--- config.mk ---
export PLATFORM = sky130hd
export DESIGN_NAME = serial_word_receiver_flat
export DESIGN_NICKNAME = d
export VERILOG_FILES = /design/src/rtl/serial_word_receiver_if.sv /design/src/rtl/serial_word_receiver.sv /design/src/flat_wrapper.sv
export SDC_FILE = /design/constraint.sdc
export NUM_CORES = 1
export LEC_CHECK = 0
export CORE_MARGIN = 2
export CORE_UTILIZATION = 56
export CTS_BUF_LIST = sky130_fd_sc_hd__clkbuf_4 sky130_fd_sc_hd__clkbuf_8
export CTS_CLUSTER_SIZE = 12
export DETAILED_ROUTE_END_ITERATION = 12
export PLACE_DENSITY = 0.95
export REMOVE_ABC_BUFFERS = 1
export SYNTH_ARGS = -nofsm -noshare
export SYNTH_HDL_FRONTEND = slang
export SYNTH_SLANG_ARGS = --single-unit
--- constraint.sdc ---
create_clock -name clk -period 4.05 [get_ports clk]
set_input_delay 1.215 -clock clk [delete_from_list [all_inputs] [get_ports clk]]
set_output_delay 1.215 -clock clk [all_outputs]
set_load 0.01 [all_outputs]
--- src/rtl/serial_word_receiver_if.sv ---
// Bundles the serial bit stream, the parallel output handshake and the
// error-flag controls of serial_word_receiver.
interface serial_word_receiver_if #(
  parameter int WIDTH = 4
);
  logic             s_in;
  logic             s_valid;
  logic             s_start;
  logic             dir;
  logic             p_ready;
  logic             err_clr;
  logic [WIDTH-1:0] p_out;
  logic             p_valid;
  logic             busy;
  logic             frame_err;
  logic             overrun;

  modport master (
    output s_in, s_valid, s_start, dir, p_ready, err_clr,
    input  p_out, p_valid, busy, frame_err, overrun
  );

  modport slave (
    input  s_in, s_valid, s_start, dir, p_ready, err_clr,
    output p_out, p_valid, busy, frame_err, overrun
  );
endinterface

--- src/rtl/serial_word_receiver.sv ---
// Serial-to-parallel receiver: assembles WIDTH framed bits (LSB- or MSB-first)
// into a word held on a valid/ready output buffer, with sticky error flags.
module serial_word_receiver #(
  parameter int WIDTH = 4
) (
  input logic                   clk,
  input logic                   clear,
  serial_word_receiver_if.slave bus
);

  localparam int CW = $clog2(WIDTH + 1);

  typedef enum logic [0:0] {
    IDLE  = 1'b0,
    SHIFT = 1'b1
  } state_t;

  state_t           state_r, state_s;
  logic [WIDTH-1:0] sh_r, sh_s;
  logic [CW-1:0]    cnt_r, cnt_s;
  logic             dir_r, dir_s;
  logic [WIDTH-1:0] p_out_r, p_out_s;
  logic             p_valid_r, p_valid_s;
  logic             frame_err_r, frame_err_s;
  logic             overrun_r, overrun_s;
  logic             word_done_s;
  logic             frame_hit_s;
  logic             overrun_hit_s;

  // Shift one bit into the word; msb_first selects which end it enters.
  function automatic logic [WIDTH-1:0] shift_in(
    input logic [WIDTH-1:0] sh,
    input logic             b,
    input logic             msb_first
  );
    logic [WIDTH-1:0] res;
    if (msb_first) begin
      res = {sh[WIDTH-2:0], b};
    end else begin
      res = {b, sh[WIDTH-1:1]};
    end
    return res;
  endfunction

  // Next-state, word assembly, output buffer and sticky-flag logic.
  always_comb begin
    state_s       = state_r;
    sh_s          = sh_r;
    cnt_s         = cnt_r;
    dir_s         = dir_r;
    p_out_s       = p_out_r;
    p_valid_s     = p_valid_r;
    frame_err_s   = frame_err_r;
    overrun_s     = overrun_r;
    word_done_s   = 1'b0;
    frame_hit_s   = 1'b0;
    overrun_hit_s = 1'b0;

    if (bus.s_valid) begin
      case (state_r)
        IDLE: begin
          if (bus.s_start) begin
            dir_s   = bus.dir;
            sh_s    = shift_in(sh_r, bus.s_in, bus.dir);
            cnt_s   = CW'(1);
            state_s = SHIFT;
          end else begin
            frame_hit_s = 1'b1;
          end
        end
        SHIFT: begin
          if (bus.s_start) begin
            // A start bit mid-word abandons the partial word and begins anew.
            frame_hit_s = 1'b1;
            dir_s       = bus.dir;
            sh_s        = shift_in(sh_r, bus.s_in, bus.dir);
            cnt_s       = CW'(1);
          end else begin
            sh_s = shift_in(sh_r, bus.s_in, dir_r);
            if (cnt_r == CW'(WIDTH - 1)) begin
              word_done_s = 1'b1;
              cnt_s       = {CW{1'b0}};
              state_s     = IDLE;
            end else begin
              cnt_s = cnt_r + CW'(1);
            end
          end
        end
        default: begin
          state_s = IDLE;
          cnt_s   = {CW{1'b0}};
        end
      endcase
    end else begin
      state_s = state_r;
    end

    if (p_valid_r && bus.p_ready) begin
      p_valid_s = 1'b0;
    end else begin
      p_valid_s = p_valid_r;
    end

    // A completed word loads only if the buffer is empty or draining this cycle.
    if (word_done_s) begin
      if (!p_valid_r || bus.p_ready) begin
        p_out_s   = sh_s;
        p_valid_s = 1'b1;
      end else begin
        overrun_hit_s = 1'b1;
      end
    end else begin
      p_out_s = p_out_r;
    end

    if (bus.err_clr) begin
      frame_err_s = 1'b0;
      overrun_s   = 1'b0;
    end else begin
      frame_err_s = frame_err_r;
      overrun_s   = overrun_r;
    end

    if (frame_hit_s) begin
      frame_err_s = 1'b1;
    end else begin
      frame_err_s = frame_err_s;
    end

    if (overrun_hit_s) begin
      overrun_s = 1'b1;
    end else begin
      overrun_s = overrun_s;
    end
  end

  // State and output registers.
  always_ff @(posedge clk or negedge clear) begin
    if (!clear) begin
      state_r     <= IDLE;
      sh_r        <= {WIDTH{1'b0}};
      cnt_r       <= {CW{1'b0}};
      dir_r       <= 1'b0;
      p_out_r     <= {WIDTH{1'b0}};
      p_valid_r   <= 1'b0;
      frame_err_r <= 1'b0;
      overrun_r   <= 1'b0;
    end else begin
      state_r     <= state_s;
      sh_r        <= sh_s;
      cnt_r       <= cnt_s;
      dir_r       <= dir_s;
      p_out_r     <= p_out_s;
      p_valid_r   <= p_valid_s;
      frame_err_r <= frame_err_s;
      overrun_r   <= overrun_s;
    end
  end

  assign bus.p_out     = p_out_r;
  assign bus.p_valid   = p_valid_r;
  assign bus.busy      = (state_r == SHIFT);
  assign bus.frame_err = frame_err_r;
  assign bus.overrun   = overrun_r;

endmodule

--- src/flat_wrapper.sv ---
// flat-port wrapper written by rule: the top's interface ports become plain ports
module serial_word_receiver_flat 
#(
  parameter int WIDTH = 4
)
  (clk, clear, bus_s_in, bus_s_valid, bus_s_start, bus_dir, bus_p_ready, bus_err_clr, bus_p_out, bus_p_valid, bus_busy, bus_frame_err, bus_overrun);
  serial_word_receiver_if #(.WIDTH(WIDTH)) bus_i ();
  input logic clk;
  input logic clear;
  input wire logic [$bits(bus_i.s_in)-1:0] bus_s_in;
  input wire logic [$bits(bus_i.s_valid)-1:0] bus_s_valid;
  input wire logic [$bits(bus_i.s_start)-1:0] bus_s_start;
  input wire logic [$bits(bus_i.dir)-1:0] bus_dir;
  input wire logic [$bits(bus_i.p_ready)-1:0] bus_p_ready;
  input wire logic [$bits(bus_i.err_clr)-1:0] bus_err_clr;
  output wire logic [$bits(bus_i.p_out)-1:0] bus_p_out;
  output wire logic [$bits(bus_i.p_valid)-1:0] bus_p_valid;
  output wire logic [$bits(bus_i.busy)-1:0] bus_busy;
  output wire logic [$bits(bus_i.frame_err)-1:0] bus_frame_err;
  output wire logic [$bits(bus_i.overrun)-1:0] bus_overrun;
  assign bus_i.s_in = bus_s_in;
  assign bus_i.s_valid = bus_s_valid;
  assign bus_i.s_start = bus_s_start;
  assign bus_i.dir = bus_dir;
  assign bus_i.p_ready = bus_p_ready;
  assign bus_i.err_clr = bus_err_clr;
  assign bus_p_out = bus_i.p_out;
  assign bus_p_valid = bus_i.p_valid;
  assign bus_busy = bus_i.busy;
  assign bus_frame_err = bus_i.frame_err;
  assign bus_overrun = bus_i.overrun;
  serial_word_receiver #(.WIDTH(WIDTH)) u_core (.clk(clk), .clear(clear), .bus(bus_i));
endmodule
After elaboration in Yosys (flattened, before gate mapping)
Cells that the tools add are included.
{ "op_classes": {"n_addsub": 1, "n_eq_ne": 2, "mux": 30, "bitwise": 1, "reduce_logical": 8} }
{ "op_table": {"columns": ["cell", "count"], "rows": [
  ["4-bit 2-to-1 mux", 5],
  ["1-bit 2-to-1 mux", 18],
  ["3-bit 2-to-1 mux", 3],
  ["4-bit case mux with 2 select lines", 1],
  ["3-bit case mux with 2 select lines", 1],
  ["2-bit AND reduction", 3],
  ["1-bit case mux with 2 select lines", 2],
  ["2-bit nonzero test", 2],
  ["3-bit by 1-bit adder with 3-bit output, second input constant", 1],
  ["3-bit by 2-bit == test with 1-bit output, second input constant", 1],
  ["2-bit != test, second input constant", 1],
  ["1-bit logical AND", 1],
  ["1-bit zero test", 1],
  ["1-bit logical OR", 1],
  ["1-bit inverter", 1]
]} }
{ "totals": {"reg_bits": 16, "input_bits": 8} }

Longest topological paths before layout
{ "logic_depth": {"depth_word": 7, "mapped_depth": 5, "ltp_nobuf": 5} }

Least setup slack after synthesis
OpenSTA, ideal clock, no wires.
{ "synth_path": {"kind": "in2reg", "from": "in bus_s_valid", "to": "reg u_core.p_out_r[0], in the netlist u_core.bus.p_out[0]", "setup_ns": 0.125, "arrival_time_ns": 2.080, "required_time_ns": 3.925, "setup_slack_ns": 1.845, "cell_stages": 4, "n_path_buf": 1, "cell_sequence": "buf_4 nand3b_4 and3b_4 mux2_4"} }
{ "synth_via": {"elab_chain_cells": 2} }
{ "synth_rtl": {"columns": ["element", "line", "rtl"], "rows": [
  ["start: declaration", "flat_wrapper.sv:11", "input wire logic [$bits(bus_i.s_valid)-1:0] bus_s_valid;"],
  ["1-bit 2-to-1 mux", "serial_word_receiver.sv:59", "if (bus.s_valid) begin"],
  ["2-bit AND reduction (no source line)", null, null],
  ["end signal: assignment", "serial_word_receiver.sv:144", "p_out_r <= {WIDTH{1'b0}};"],
  ["end signal: assignment", "serial_word_receiver.sv:153", "p_out_r <= p_out_s;"],
  ["end: declaration", "serial_word_receiver.sv:22", "logic [WIDTH-1:0] p_out_r, p_out_s;"]
]} }
Several ways; a longest one is shown, not always the timed one.
A chain may end at the register's enable or synchronous reset.

Final worst setup path
{ "layout_path": {"from": "reg u_core.state_r, in the netlist u_core.bus.busy", "to": "out bus_busy"} }
{ "layout_lines": {"columns": ["element", "line", "rtl"], "rows": [
  ["start: declaration", "serial_word_receiver.sv:18", "state_t state_r, state_s;"],
  ["start signal: assignment", "serial_word_receiver.sv:149", "state_r <= state_s;"],
  ["end: declaration", "flat_wrapper.sv:18", "output wire logic [$bits(bus_i.busy)-1:0] bus_busy;"]
]} }
No word-level cell between the ends.

==> reports/metrics.cfg <==
[run_status]
outcome=finished, final reports clean

[clock_network]
ctsLongestPathBuffers=2
cts_tree=built
htree_levels=1
clk_pin_slew_ps=90
ctsRootBufferMaster=clkbuf_4
cts_buffers=3
cts.sinks=16
post_cts_resized=0
cts_setup_buffers=0
cts-hold-fix-buffers=0
clock_latency_ps=290

[detailed_routing]
drt_pass1_iterations=4
wirelength_um=1640
post_drt_wl_per_cell_um=16.1
ant_nets=0
drc=0
drt-initial-drc-count=14
via_per_inst=5.98
via_count=610

[sta]
slew_violations=0
post-route-min-period_ps=2580
hold_viol=0
whs_ps=491
fin_tns_setup_ps=0
fmax_mhz=388
relSlewSlack=0.535
fin_crit_sh=0.636
rsz0062_at_grt=no
worst_clock_skew_ps=5.53
finalSetupViolations=0
tightest_slew_ps=695

[finish]
stdcell_area_um2=1010
diodes=0
multi_input_area_um2=387
syn_to_final_growth_pct=23.7
fillers=83
utilization=0.758
layout.nets=98
regArea_um2=400
final_layout_size_suffix_gt1_frac=0.207

[logic_synthesis]
syn-cell-area_um2=817
seq_area_frac_synth=0.490
ys_warn_count=0
ys_seq_elements=16
synth_cell_types=24
synth_edf_count=0
synth_top_flop_cell=dfrtp_1
synth_cells=70
synthArstFlopShare=1.00
syn-mean-instance-area_um2=11.7

[critical_path]
reg2reg_depth=4
critPathKind=flop to output pin
critPathLaunchType=flop
reg2reg_slack_ps=2410
critical-path-top-delay-family=buffers and inverters
end_kind=output pin
path_cells=clkdlybuf4s50_1
cp_slowest_cell=clkdlybuf4s50_1
critical_path_required_ps=2830
cp_num_buf_inv=1
r2r_start=u_core.cnt_r[0]$_DFFE_PN0P_
cp.depth=1
cp.arrival_ps=1360
r2r-end=u_core.bus.p_out[1]$_DFFE_PN0P_
crit_end=bus_busy
critPathMaxStageDelay_ps=580
startpoint=u_core.bus.busy$_DFFE_PN0P_
critPathMaxFanout=6

[global_routing]
grt_pass1_wl_um=2880
grt_overflow=0
grt_pass1_vias=599
grt_max_degree=17
grtUsageTotal=0.219
grt_antenna_before_repair=0

[power_and_ir_drop]
leakagePower_nw=0.439
power_density_nw_per_um2=608
swShare=0.323
p_comb_frac=0.399
p_seq_frac=0.430
p_int_uw=417
power.switching_uw=198
pwr-share-clk=0.171
ir_worst_vdd_mv=0.400

[die]
die_h_um=42.2
die_x_um=42.2
core_um2=1330
start_util=0.613
num_rows=13
ios=16
die_area_um2=1780

[worst_hold_path]
worstHoldPathType=flop to flop

[placement]
port_buffers=15
hpwlAfterDp_um=1240
place.gp.congestion=0.821
placed_area_um2=975

[job]
maxCapViolations=0

==> final cells by class <==
cell class                 count  area share
sequential                    16       0.396
inverter                       5      0.0186
multi-input combinational     47       0.382
timing repair buffer          15       0.149
tap                           15      0.0186
clock buffer                   4      0.0359
==> metrics by stage <==
step	setup WS [ps]	power [mW]	cells
2_1_floorplan	1920	0.399	68
3_3_place_gp	1270	0.497	98
3_5_place_dp	1230	0.511	98
4_1_cts	1470	0.618	102
5_1_grt	1400	0.655	102
6_report	1470	0.615	102
==> cell usage in the layout, fill, tap and decap left out, drive strengths merged <==
cell / count
a31oi: 1
and3b: 1
nand3b: 2
mux2i: 1
a211oi: 3
clkdlybuf4s50: 15
dfrtp: 16
nand2: 4
mux2: 10
o21a: 2
a22o: 1
nor2b: 4
clkbuf: 4
nor2: 3
ha: 2
inv: 5
nor3: 1
nand3: 1
o22ai: 6
o21ai: 2
nand2b: 2
and2b: 1
==> synth_stat cells, types with 2 or more instances <==
| cell | instances | area [um^2] |
|---|---|---|
| nand2_1 | 4 | 15.0 |
| nor2b_1 | 4 | 25.0 |
| nand2b_1 | 2 | 12.5 |
| a211oi_1 | 3 | 22.5 |
| inv_1 | 5 | 18.8 |
| mux2_4 | 4 | 60.1 |
| mux2_2 | 6 | 67.6 |
| o21a_1 | 2 | 15.0 |
| o22ai_1 | 6 | 37.5 |
| o21ai_0 | 2 | 10.0 |
| nor2_1 | 3 | 11.3 |
| ha_1 | 2 | 25.0 |
| dfrtp_1 | 16 | 400 |
==> kinds of logic (layout without fill, tap and decap cells) <==
group,Yosys count,in the layout,share of synthesized area
muxes,11,11,0.168
DFF,16,16,0.490
AOI/OAI and AO/OA,15,15,0.124
adders and majority gates,2,2,0.0306
and+or+nand+nor,19,19,0.150
buffers and inverters,7,24,0.0368
==> layer usage <==
| metal | global-route usage | part of all wire | vias to the layer above | wire length [um] |
|---|---|---|---|---|
| met5 | 0 | 0 | - | 0 |
| met3 | 0.0517 | 0.045 | 4 | 74 |
| li1 | - | - | 286 | - |
| met4 | 0.0938 | 0.016 | 0 | 27 |
| met1 | 0.295 | 0.43 | 297 | 711 |
| met2 | 0.338 | 0.50 | 23 | 828 |
==> flip-flops by register name (all words and copies together), names as in the netlist <==
| register | count |
|---|---|
| u_core.bus.p_out | 4 |
| u_core.bus.p_valid | 1 |
| u_core.bus.busy | 1 |
| u_core.dir_r | 1 |
| u_core.bus.overrun | 1 |
| u_core.sh_r | 4 |
| u_core.cnt_r | 3 |
| u_core.bus.frame_err | 1 |
==> tightest hold or removal path, cell delays in order, from the launching register on <==
cell     delay [ps]
dfrtp_1         360
nand2_1          50
o21ai_0          60
==> power by group through the flow <==
stage	Clock, mW	Sequential, mW	Combinational, mW
6_report	0.105	0.264	0.245
3_3_place_gp	0	0.263	0.235
5_1_grt	0.117	0.274	0.264
2_1_floorplan	0	0.269	0.129
4_1_cts	0.109	0.263	0.246
3_5_place_dp	0	0.266	0.245
==> worst min-delay path by stage <==
stage / start / endpoint / slack [ps] / cells after the start
floorplan: u_core.cnt_r[1]$_DFFE_PN0P_ / u_core.cnt_r[1]$_DFFE_PN0P_ / 450 / 2
global placement: u_core.cnt_r[1]$_DFFE_PN0P_ / u_core.cnt_r[1]$_DFFE_PN0P_ / 470 / 2
detailed placement: u_core.cnt_r[1]$_DFFE_PN0P_ / u_core.cnt_r[1]$_DFFE_PN0P_ / 480 / 2
CTS: u_core.cnt_r[1]$_DFFE_PN0P_ / u_core.cnt_r[1]$_DFFE_PN0P_ / 500 / 2
global route: u_core.cnt_r[2]$_DFFE_PN0P_ / u_core.cnt_r[2]$_DFFE_PN0P_ / 540 / 1
finish: u_core.cnt_r[1]$_DFFE_PN0P_ / u_core.cnt_r[1]$_DFFE_PN0P_ / 490 / 2
Note: power is estimated with default switching activity, not from simulation.
